--- config.mk ---
export PLATFORM = sky130hd
export DESIGN_NAME = xnor_serial_cmp_ctrl_flat
export DESIGN_NICKNAME = d
export VERILOG_FILES = /design/src/rtl/xnor_serial_cmp_ctrl_pkg.sv /design/src/rtl/xnor_serial_cmp_ctrl_if.sv /design/src/rtl/xnor_serial_cmp_ctrl_xnor_gate.sv /design/src/rtl/xnor_serial_cmp_ctrl.sv /design/src/flat_wrapper.sv
export SDC_FILE = /design/constraint.sdc
export NUM_CORES = 1
export LEC_CHECK = 0
export BUFFER_PORTS_ARGS = -buffer_cell sky130_fd_sc_hd__buf_4
export CAP_MARGIN = 10
export CORE_ASPECT_RATIO = 1.25
export CORE_MARGIN = 2
export CORE_UTILIZATION = 54
export CTS_BUF_LIST = sky130_fd_sc_hd__clkbuf_4 sky130_fd_sc_hd__clkbuf_8 sky130_fd_sc_hd__clkbuf_16
export CTS_CLUSTER_SIZE = 16
export DETAILED_ROUTE_END_ITERATION = 16
export PLACE_DENSITY = 0.88
export RECOVER_POWER = 100
export SETUP_SLACK_MARGIN = 0.1
export SYNTH_ARGS = -nofsm -noshare
export SYNTH_HDL_FRONTEND = slang
export SYNTH_SLANG_ARGS = --single-unit
--- constraint.sdc ---
create_clock -name clk -period 2.4 [get_ports clk]
set_clock_uncertainty 0.05 [all_clocks]
set_input_delay 0.48 -clock clk [delete_from_list [all_inputs] [get_ports clk]]
set_output_delay 0.48 -clock clk [all_outputs]
set_load 0.02 [all_outputs]
--- src/rtl/xnor_serial_cmp_ctrl_pkg.sv ---
// Shared types and width helpers for the bit-serial word-equality controller.
package xnor_serial_cmp_ctrl_pkg;

  typedef enum logic [1:0] {
    ST_IDLE  = 2'd0,
    ST_SHIFT = 2'd1,
    ST_DONE  = 2'd2
  } state_t;

  function automatic int idx_w(input int width);
    int w;
    w = $clog2(width);
    return (w < 1) ? 1 : w;
  endfunction

  function automatic int cnt_w(input int width);
    return $clog2(width + 1);
  endfunction

endpackage

--- src/rtl/xnor_serial_cmp_ctrl_if.sv ---
// Start/busy/done handshake and result bus of the serial comparator.
interface xnor_serial_cmp_ctrl_if #(
  parameter int WIDTH = 8
);
  import xnor_serial_cmp_ctrl_pkg::*;

  localparam int IDXW = idx_w(WIDTH);
  localparam int CNTW = cnt_w(WIDTH);

  logic             start;
  logic [WIDTH-1:0] a_in;
  logic [WIDTH-1:0] b_in;
  logic             busy;
  logic             done;
  logic             equal;
  logic [IDXW-1:0]  mismatch_idx;
  logic [CNTW-1:0]  mismatch_cnt;

  modport master (
    output start, a_in, b_in,
    input  busy, done, equal, mismatch_idx, mismatch_cnt
  );

  modport slave (
    input  start, a_in, b_in,
    output busy, done, equal, mismatch_idx, mismatch_cnt
  );

endinterface

--- src/rtl/xnor_serial_cmp_ctrl_xnor_gate.sv ---
// Single-bit equality gate; an unknown input bit is reported as a mismatch.
module xnor_gate (
  input  logic a,
  input  logic b,
  output logic y
);

  // An if on an X condition takes the else branch, so X/Z yields y=0.
  always_comb begin
    y = 1'b0;
    if (a ~^ b) begin
      y = 1'b1;
    end
  end

endmodule

--- src/rtl/xnor_serial_cmp_ctrl.sv ---
// Bit-serial word comparator: one xnor_gate time-shared over WIDTH bits, LSB first.
module xnor_serial_cmp_ctrl
  import xnor_serial_cmp_ctrl_pkg::*;
#(
  parameter int WIDTH      = 8,
  parameter bit EARLY_EXIT = 1'b0
) (
  input  logic                  clk,
  input  logic                  rst_n,
  xnor_serial_cmp_ctrl_if.slave bus
);

  localparam int              IDXW     = idx_w(WIDTH);
  localparam int              CNTW     = cnt_w(WIDTH);
  localparam logic [IDXW-1:0] LAST_BIT = IDXW'(WIDTH - 1);

  state_t           r_state;
  logic [WIDTH-1:0] r_sh_a;
  logic [WIDTH-1:0] r_sh_b;
  logic [IDXW-1:0]  r_bit_ctr;
  logic [IDXW-1:0]  r_idx_acc;
  logic [CNTW-1:0]  r_cnt_acc;
  logic             r_eq_acc;
  logic             r_first_seen;
  logic             r_busy;
  logic             r_done;
  logic             r_equal;
  logic [IDXW-1:0]  r_mismatch_idx;
  logic [CNTW-1:0]  r_mismatch_cnt;

  logic             w_y;
  logic             w_mis;
  logic             w_exit;
  logic             w_accept;
  logic             w_eq_next;
  logic             w_first_next;
  logic [IDXW-1:0]  w_idx_next;
  logic [CNTW-1:0]  w_cnt_next;

  xnor_gate u_xnor (
    .a (r_sh_a[0]),
    .b (r_sh_b[0]),
    .y (w_y)
  );

  // Accumulator values including the bit currently at the gate, so the
  // result registers can be loaded on the same edge that leaves SHIFT.
  always_comb begin
    w_mis        = ~w_y;
    w_eq_next    = r_eq_acc & w_y;
    w_cnt_next   = w_mis ? (r_cnt_acc + CNTW'(1)) : r_cnt_acc;
    w_idx_next   = (w_mis && !r_first_seen) ? r_bit_ctr : r_idx_acc;
    w_first_next = r_first_seen | w_mis;
    w_exit       = (r_bit_ctr == LAST_BIT) || (EARLY_EXIT && w_mis);
    w_accept     = bus.start && ((r_state == ST_IDLE) || (r_state == ST_DONE));
  end

  always_ff @(posedge clk or negedge rst_n) begin
    if (!rst_n) begin
      r_state        <= ST_IDLE;
      r_sh_a         <= '0;
      r_sh_b         <= '0;
      r_bit_ctr      <= '0;
      r_idx_acc      <= '0;
      r_cnt_acc      <= '0;
      r_eq_acc       <= 1'b0;
      r_first_seen   <= 1'b0;
      r_busy         <= 1'b0;
      r_done         <= 1'b0;
      r_equal        <= 1'b0;
      r_mismatch_idx <= '0;
      r_mismatch_cnt <= '0;
    end else begin
      r_done <= 1'b0;
      case (r_state)
        ST_SHIFT: begin
          r_eq_acc     <= w_eq_next;
          r_cnt_acc    <= w_cnt_next;
          r_idx_acc    <= w_idx_next;
          r_first_seen <= w_first_next;
          r_sh_a       <= {1'b0, r_sh_a[WIDTH-1:1]};
          r_sh_b       <= {1'b0, r_sh_b[WIDTH-1:1]};
          r_bit_ctr    <= r_bit_ctr + IDXW'(1);
          if (w_exit) begin
            r_state        <= ST_DONE;
            r_busy         <= 1'b0;
            r_done         <= 1'b1;
            r_equal        <= w_eq_next;
            r_mismatch_idx <= w_idx_next;
            r_mismatch_cnt <= w_cnt_next;
          end
        end
        default: r_state <= ST_IDLE;
      endcase
      // Capture from IDLE or DONE; overrides the fall-back to IDLE above.
      if (w_accept) begin
        r_state      <= ST_SHIFT;
        r_busy       <= 1'b1;
        r_sh_a       <= bus.a_in;
        r_sh_b       <= bus.b_in;
        r_bit_ctr    <= '0;
        r_idx_acc    <= '0;
        r_cnt_acc    <= '0;
        r_eq_acc     <= 1'b1;
        r_first_seen <= 1'b0;
      end
    end
  end

  assign bus.busy         = r_busy;
  assign bus.done         = r_done;
  assign bus.equal        = r_equal;
  assign bus.mismatch_idx = r_mismatch_idx;
  assign bus.mismatch_cnt = r_mismatch_cnt;

endmodule
--- src/flat_wrapper.sv ---
// flat-port wrapper written by rule: the top's interface ports become plain ports
module xnor_serial_cmp_ctrl_flat import xnor_serial_cmp_ctrl_pkg::*;
#(
  parameter int WIDTH      = 8,
  parameter bit EARLY_EXIT = 1'b0
)
  (clk, rst_n, bus_start, bus_a_in, bus_b_in, bus_busy, bus_done, bus_equal, bus_mismatch_idx, bus_mismatch_cnt);
  xnor_serial_cmp_ctrl_if #(.WIDTH(WIDTH)) bus_i ();
  input  logic clk;
  input  logic rst_n;
  input wire logic [$bits(bus_i.start)-1:0] bus_start;
  input wire logic [$bits(bus_i.a_in)-1:0] bus_a_in;
  input wire logic [$bits(bus_i.b_in)-1:0] bus_b_in;
  output wire logic [$bits(bus_i.busy)-1:0] bus_busy;
  output wire logic [$bits(bus_i.done)-1:0] bus_done;
  output wire logic [$bits(bus_i.equal)-1:0] bus_equal;
  output wire logic [$bits(bus_i.mismatch_idx)-1:0] bus_mismatch_idx;
  output wire logic [$bits(bus_i.mismatch_cnt)-1:0] bus_mismatch_cnt;
  assign bus_i.start = bus_start;
  assign bus_i.a_in = bus_a_in;
  assign bus_i.b_in = bus_b_in;
  assign bus_busy = bus_i.busy;
  assign bus_done = bus_i.done;
  assign bus_equal = bus_i.equal;
  assign bus_mismatch_idx = bus_i.mismatch_idx;
  assign bus_mismatch_cnt = bus_i.mismatch_cnt;
  xnor_serial_cmp_ctrl #(.WIDTH(WIDTH), .EARLY_EXIT(EARLY_EXIT)) u_core (.clk(clk), .rst_n(rst_n), .bus(bus_i));
endmodule
== Yosys cells after proc, flatten, opt, wreduce, memory -nomap -nowiden ==
Cells that the tools add are included.

* Register bits: 40
* Input port bits: 19
* Output and inout bits: 10
* Logic and storage cells: 57

* Add/subtract/negate cells: 2
* Equality and inequality tests: 4
* Muxes and demuxes: 25
* Bitwise gates (word level): 4
* Reduce and logical (&&, ||, !) cells: 9

{| class="wikitable"
|+ Operators by type and width
! cell !! count
|-
| two-way mux 8 bit || 4
|-
| two-way mux 3 bit || 5
|-
| two-way mux 4 bit || 3
|-
| two-way mux 1 bit || 10
|-
| two-way mux 2 bit || 3
|-
| adder 4 x 1 -> 4 bit, second input constant || 1
|-
| AND reduction 2 bit || 2
|-
| nonzero test 2 bit || 2
|-
| adder 3 x 1 -> 3 bit, second input constant || 1
|-
| equality test 3 bit, second input constant || 1
|-
| != test 3 x 1 -> 1 bit, second input constant || 1
|-
| equality test 2 x 1 -> 1 bit, second input constant || 1
|-
| equality test 2 bit, second input constant || 1
|-
| logical AND 1 bit || 2
|-
| zero test 2 bit || 1
|-
| AND 1 bit || 1
|-
| zero test 1 bit || 1
|-
| logical OR 1 bit || 1
|-
| NOT 1 bit || 1
|-
| bitwise OR 1 bit || 1
|-
| bitwise XNOR 1 bit || 1
|}

== Longest topological paths before layout ==
* Depth after elaboration: 7
* Gate-level depth with buffers: 7
* Depth with buffers taken out: 6

== Cells and area by module ==
From an unflattened synthesis, not the netlist that was laid out.

* Cell total of the unflattened synthesis: 160
* Area, all modules: 1,739.2 µm²

{| class="wikitable"
|+ By module, submodules not included
! module !! times used !! cells each !! area an instance (µm²) !! seq. area each (µm²)
|-
| xnor_serial_cmp_ctrl || 1 || 159 || 1,730.4 || 1,001.0
|-
| xnor_gate || 1 || 1 || 8.8 || 0.0
|}

== Worst setup path after synthesis ==
Ideal clock, no wire load.

* Path kind: register to register
* Start point: register u_core.r_bit_ctr[0]
* End point: register u_core.r_mismatch_cnt[1] (netlist: u_core.bus.mismatch_cnt[1])
* Library setup time: 0.130 ns
* Arrival time: 1.288 ns
* Required time: 2.220 ns
* Path slack: 0.932 ns
* Cell stages (with the launch flop): 8
* Path buffers: 1
* Period minus slack after synthesis: 1.468 ns
* Cells stage by stage: dfrtp_1 -> ha_1 -> ha_1 -> nand3b_1 -> inv_1 -> buf_2 -> nor2_1 -> a31oi_1

* Longest elaborated chain between the ends: 2

{| class="wikitable"
|+ Ends and longest elaborated chain
! element !! RTL line !! text
|-
| start, declared || xnor_serial_cmp_ctrl.sv:20 || <nowiki>logic [IDXW-1:0] r_bit_ctr;</nowiki>
|-
| start signal, assigned || xnor_serial_cmp_ctrl.sv:83 || <nowiki>r_bit_ctr <= r_bit_ctr + IDXW'(1);</nowiki>
|-
| equality test 3 bit || xnor_serial_cmp_ctrl.sv:54 || <nowiki>w_exit = (r_bit_ctr == LAST_BIT) || (EARLY_EXIT && w_mis);</nowiki>
|-
| AND reduction 2 bit (no source line) || n/a ||
|-
| end signal, assigned || xnor_serial_cmp_ctrl.sv:90 || <nowiki>r_mismatch_cnt <= w_cnt_next;</nowiki>
|-
| end, declared || xnor_serial_cmp_ctrl.sv:29 || <nowiki>logic [CNTW-1:0] r_mismatch_cnt;</nowiki>
|}

No other way between the ends.
A chain may end at the register's enable or synchronous reset.

== Final worst setup path ==
* Start point: register u_core.r_sh_a[0]
* End point: register u_core.r_mismatch_cnt[3] (netlist: u_core.bus.mismatch_cnt[3])

* Longest elaborated chain between the ends: 3

{| class="wikitable"
|+ Ends and longest elaborated chain
! element !! RTL line !! text
|-
| start, declared || xnor_serial_cmp_ctrl.sv:18 || <nowiki>logic [WIDTH-1:0] r_sh_a;</nowiki>
|-
| start signal, assigned || xnor_serial_cmp_ctrl.sv:81 || <nowiki>r_sh_a <= {1'b0, r_sh_a[WIDTH-1:1]};</nowiki>
|-
| start signal, assigned || xnor_serial_cmp_ctrl.sv:99 || <nowiki>r_sh_a <= bus.a_in;</nowiki>
|-
| bitwise XNOR 1 bit || xnor_serial_cmp_ctrl_xnor_gate.sv:11 || <nowiki>if (a ~^ b) begin</nowiki>
|-
| two-way mux 1 bit || xnor_serial_cmp_ctrl_xnor_gate.sv:11 ||
|-
| two-way mux 4 bit || xnor_serial_cmp_ctrl.sv:51 || <nowiki>w_cnt_next = w_mis ? (r_cnt_acc + CNTW'(1)) : r_cnt_acc;</nowiki>
|}

No other way between the ends.

==> reports/qor.yml <==
n_antenna_cell: 0
r2r_slack_ps: 540
relSlewSlack: 0.3652
htreeDepth: 2
grt_usage: 0.2183
syn_nets: 200
fmax_mhz: 536.9
drc: 0
nFillCells: 280
synth_area_sq_mm: 0.001784
worst-path-max-fanout: 10
port-buffer-count: 28
start_util: 0.5586
fin_setup_tns_ps: 0
wl_per_cell_microns: 14.60
drt_iter0_markers: 58
ys_ff_latch: 40
vias: 1426
postSynthAreaPerCell_sq_um: 10.02
path_buf_inv: 1
worst_pin_slew_ps: 952.2
drt-vias-per-instance: 5.797
grt_pass1_vias: 1420
hold_viol: 0
gr-total-overflow: 0
clock-sinks: 40
cp_slowest_cell: "xnor2_1"
p_leak_nw: 0.9946
cts_root_buffer: "clkbuf_8"
path_class: "register to register"
drtPass1Iterations: 4
clk_latency_ps: 300
fp.coreArea_sq_mm: 0.003194
die_w_microns: 55.41
p_per_area_mw_per_mm2: 1432
fp-row-count: 23
period_share: 0.7761
io-pin-count: 29
path_delay_family: "XOR/XNOR gates"
nets: 230
crit_path_end_kind: "register"
synth_cell_types: 28
place_congestion: 0.8701
cp.required_ps: 2570
grt_max_degree: 41
cts_tree: "done"
die_y_microns: 68.27
arrival_ps: 2040
cts_buffers: 5
syn_to_final_growth_pct: 17.11
ctsHoldBuffers: 0
status: "finished clean"
cts_resized: 0
cap_violations: 0
final_layout_size_suffix_gt1_frac: 0.1483
min-delay-path-class: "primary input to async pin"
rsz0062_at_grt: "no"
yosysWarnings: 0
grt_pass1_wl_microns: 6334
final-setup-viol-count: 0
cpPeakStageDelay_ps: 680
hpwlAfterDp_microns: 2462
die_area_sq_mm: 0.003783
post_cts_buffers: 0
worstPathCellList: "xnor2_1, clkbuf_1, o21ai_0, a31oi_1"
antenna_found_initial: 0
wl_microns: 3592
cts_buffer_depth: 2
peakVddDrop_v: 0.0008977
syn-instance-count: 178
critPathLaunchType: "register"
post-route-util: 0.6541
ant_nets: 0
drv_slew: 0
timing.final.crit_period_ps: 1863
ys_seq_area_frac: 0.5610
path_clk_slew_ps: 80
==> area by class of cell <==
type | count | area [sq um] | area share
repair buffers | 34 | 203.9 | 0.09761
flip-flops and latches | 40 | 1001 | 0.4790
clock buffers | 5 | 68.82 | 0.03293
inverters | 5 | 18.77 | 0.008982
well taps | 37 | 46.29 | 0.02216
clock inverters | 3 | 42.54 | 0.02036
multi-input cells | 122 | 708.2 | 0.3389
==> flip-flops by register name, summed over array words and instances, names as in the netlist <==
name	cells
u_core.bus.busy	1
u_core.bus.done	1
u_core.bus.equal	1
u_core.bus.mismatch_cnt	4
u_core.bus.mismatch_idx	3
u_core.r_bit_ctr	3
u_core.r_cnt_acc	4
u_core.r_eq_acc	1
u_core.r_first_seen	1
u_core.r_idx_acc	3
u_core.r_sh_a	8
u_core.r_sh_b	8
u_core.r_state	2
==> placed cells by master, fill, tap and decap left out, drive strengths merged <==
cell type | netlist | final
dfrtp | 40 | 40
nand2 | 31 | 31
buf | 8 | 20
clkbuf | 3 | 19
a31oi | 18 | 18
nor2 | 16 | 16
nand3 | 11 | 11
o21ai | 10 | 10
inv | 5 | 5
a22oi | 5 | 5
a22o | 4 | 4
o211a | 3 | 3
a221o | 3 | 3
ha | 3 | 3
nor2b | 2 | 2
nand2b | 2 | 2
xnor2 | 2 | 2
nor3 | 2 | 2
a21o | 2 | 2
or3 | 2 | 2
nand3b | 1 | 1
xor2 | 1 | 1
mux2i | 1 | 1
a32o | 1 | 1
mux2 | 1 | 1
o31a | 1 | 1
bufinv | 0 | 1
clkinvlp | 0 | 1
clkinv | 0 | 1
==> synth_stat cells, drive strengths merged <==
library cell  number  share of area
nand3             11          0.031
ha                 3          0.021
nor3               2         0.0056
a32o               1         0.0056
a22o               4          0.020
nand2             31          0.065
mux2               1         0.0063
a31oi             18          0.063
inv                5          0.011
xor2               1         0.0091
or3                2         0.0070
a22oi              5          0.021
mux2i              1         0.0056
a21o               2         0.0084
nor2              16          0.034
nand3b             1         0.0042
buf                8          0.021
dfrtp             40           0.56
o211a              3          0.017
clkbuf             3         0.0063
nand2b             2         0.0070
o21ai             10          0.028
a221o              3          0.017
xnor2              2          0.014
nor2b              2         0.0070
o31a               1         0.0049
==> final timing paths <==
| check | startpoint | end | cells past startpoint |
|---|---|---|---|
| hold reg to reg | u_core.bus.equal | u_core.bus.equal | 2 |
| setup / recovery | u_core.r_sh_a[0] | u_core.bus.mismatch_cnt[3] | 4 |
| max in group asynchronous | rst_n | u_core.r_sh_a[7] | 1 |
| hold / removal | rst_n | u_core.r_idx_acc[2] | 1 |
| setup reg to reg | u_core.r_sh_a[0] | u_core.bus.mismatch_cnt[3] | 4 |
| min in group clk | bus_b_in[2] | u_core.r_sh_b[2] | 3 |
==> layer usage <==
metal	up-vias	GRT usage	wire length [microns]
li1	688	-	-
met1	679	0.2577	1580
met2	53	0.3810	1743
met3	6	0.03592	202
met4	0	0.1280	66
met5	-	0	0
==> kinds of logic (layout without fill, tap and decap cells) <==
family	Yosys count	count (layout)	synth area share
adders and majority gates	3	3	0.02104
xor gates and xnor gates	3	3	0.02315
and+or+nand+nor	67	67	0.1606
muxes	2	2	0.01192
buffers and inverters	16	47	0.03787
DFF	40	40	0.5610
AOI/OAI and AO/OA	47	47	0.1844
==> power breakdown <==
| group | internal [mW] | switching, mW |
|---|---|---|
| sequential | 0.978 | 0.228 |
| combinational | 0.485 | 0.750 |
| clock | 0.308 | 0.243 |
==> worst reg2reg max path: stages (launching register included) <==
cell and delay [ps]:
dfrtp_1 440, xnor2_1 680, clkbuf_1 320, o21ai_0 140, a31oi_1 170
==> metrics by stage <==
step | power (mW) | area (sq um) | hold WS (ps) | instances | setup WS (ps)
after floorplan | 2.137 | 1784 | 134.4 | 178 | 932.5
final | 2.992 | 2090 | 266.2 | 246 | 537.4
after CTS | 3.106 | 2148 | 109.2 | 246 | 593.6
after detailed placement | 2.553 | 2037 | 425.9 | 238 | 603.1
after global placement | 2.494 | 2037 | 415.8 | 238 | 702.5
after global routing | 3.251 | 2090 | 350.4 | 246 | 361.3
Power figures use the tool's default switching activity.
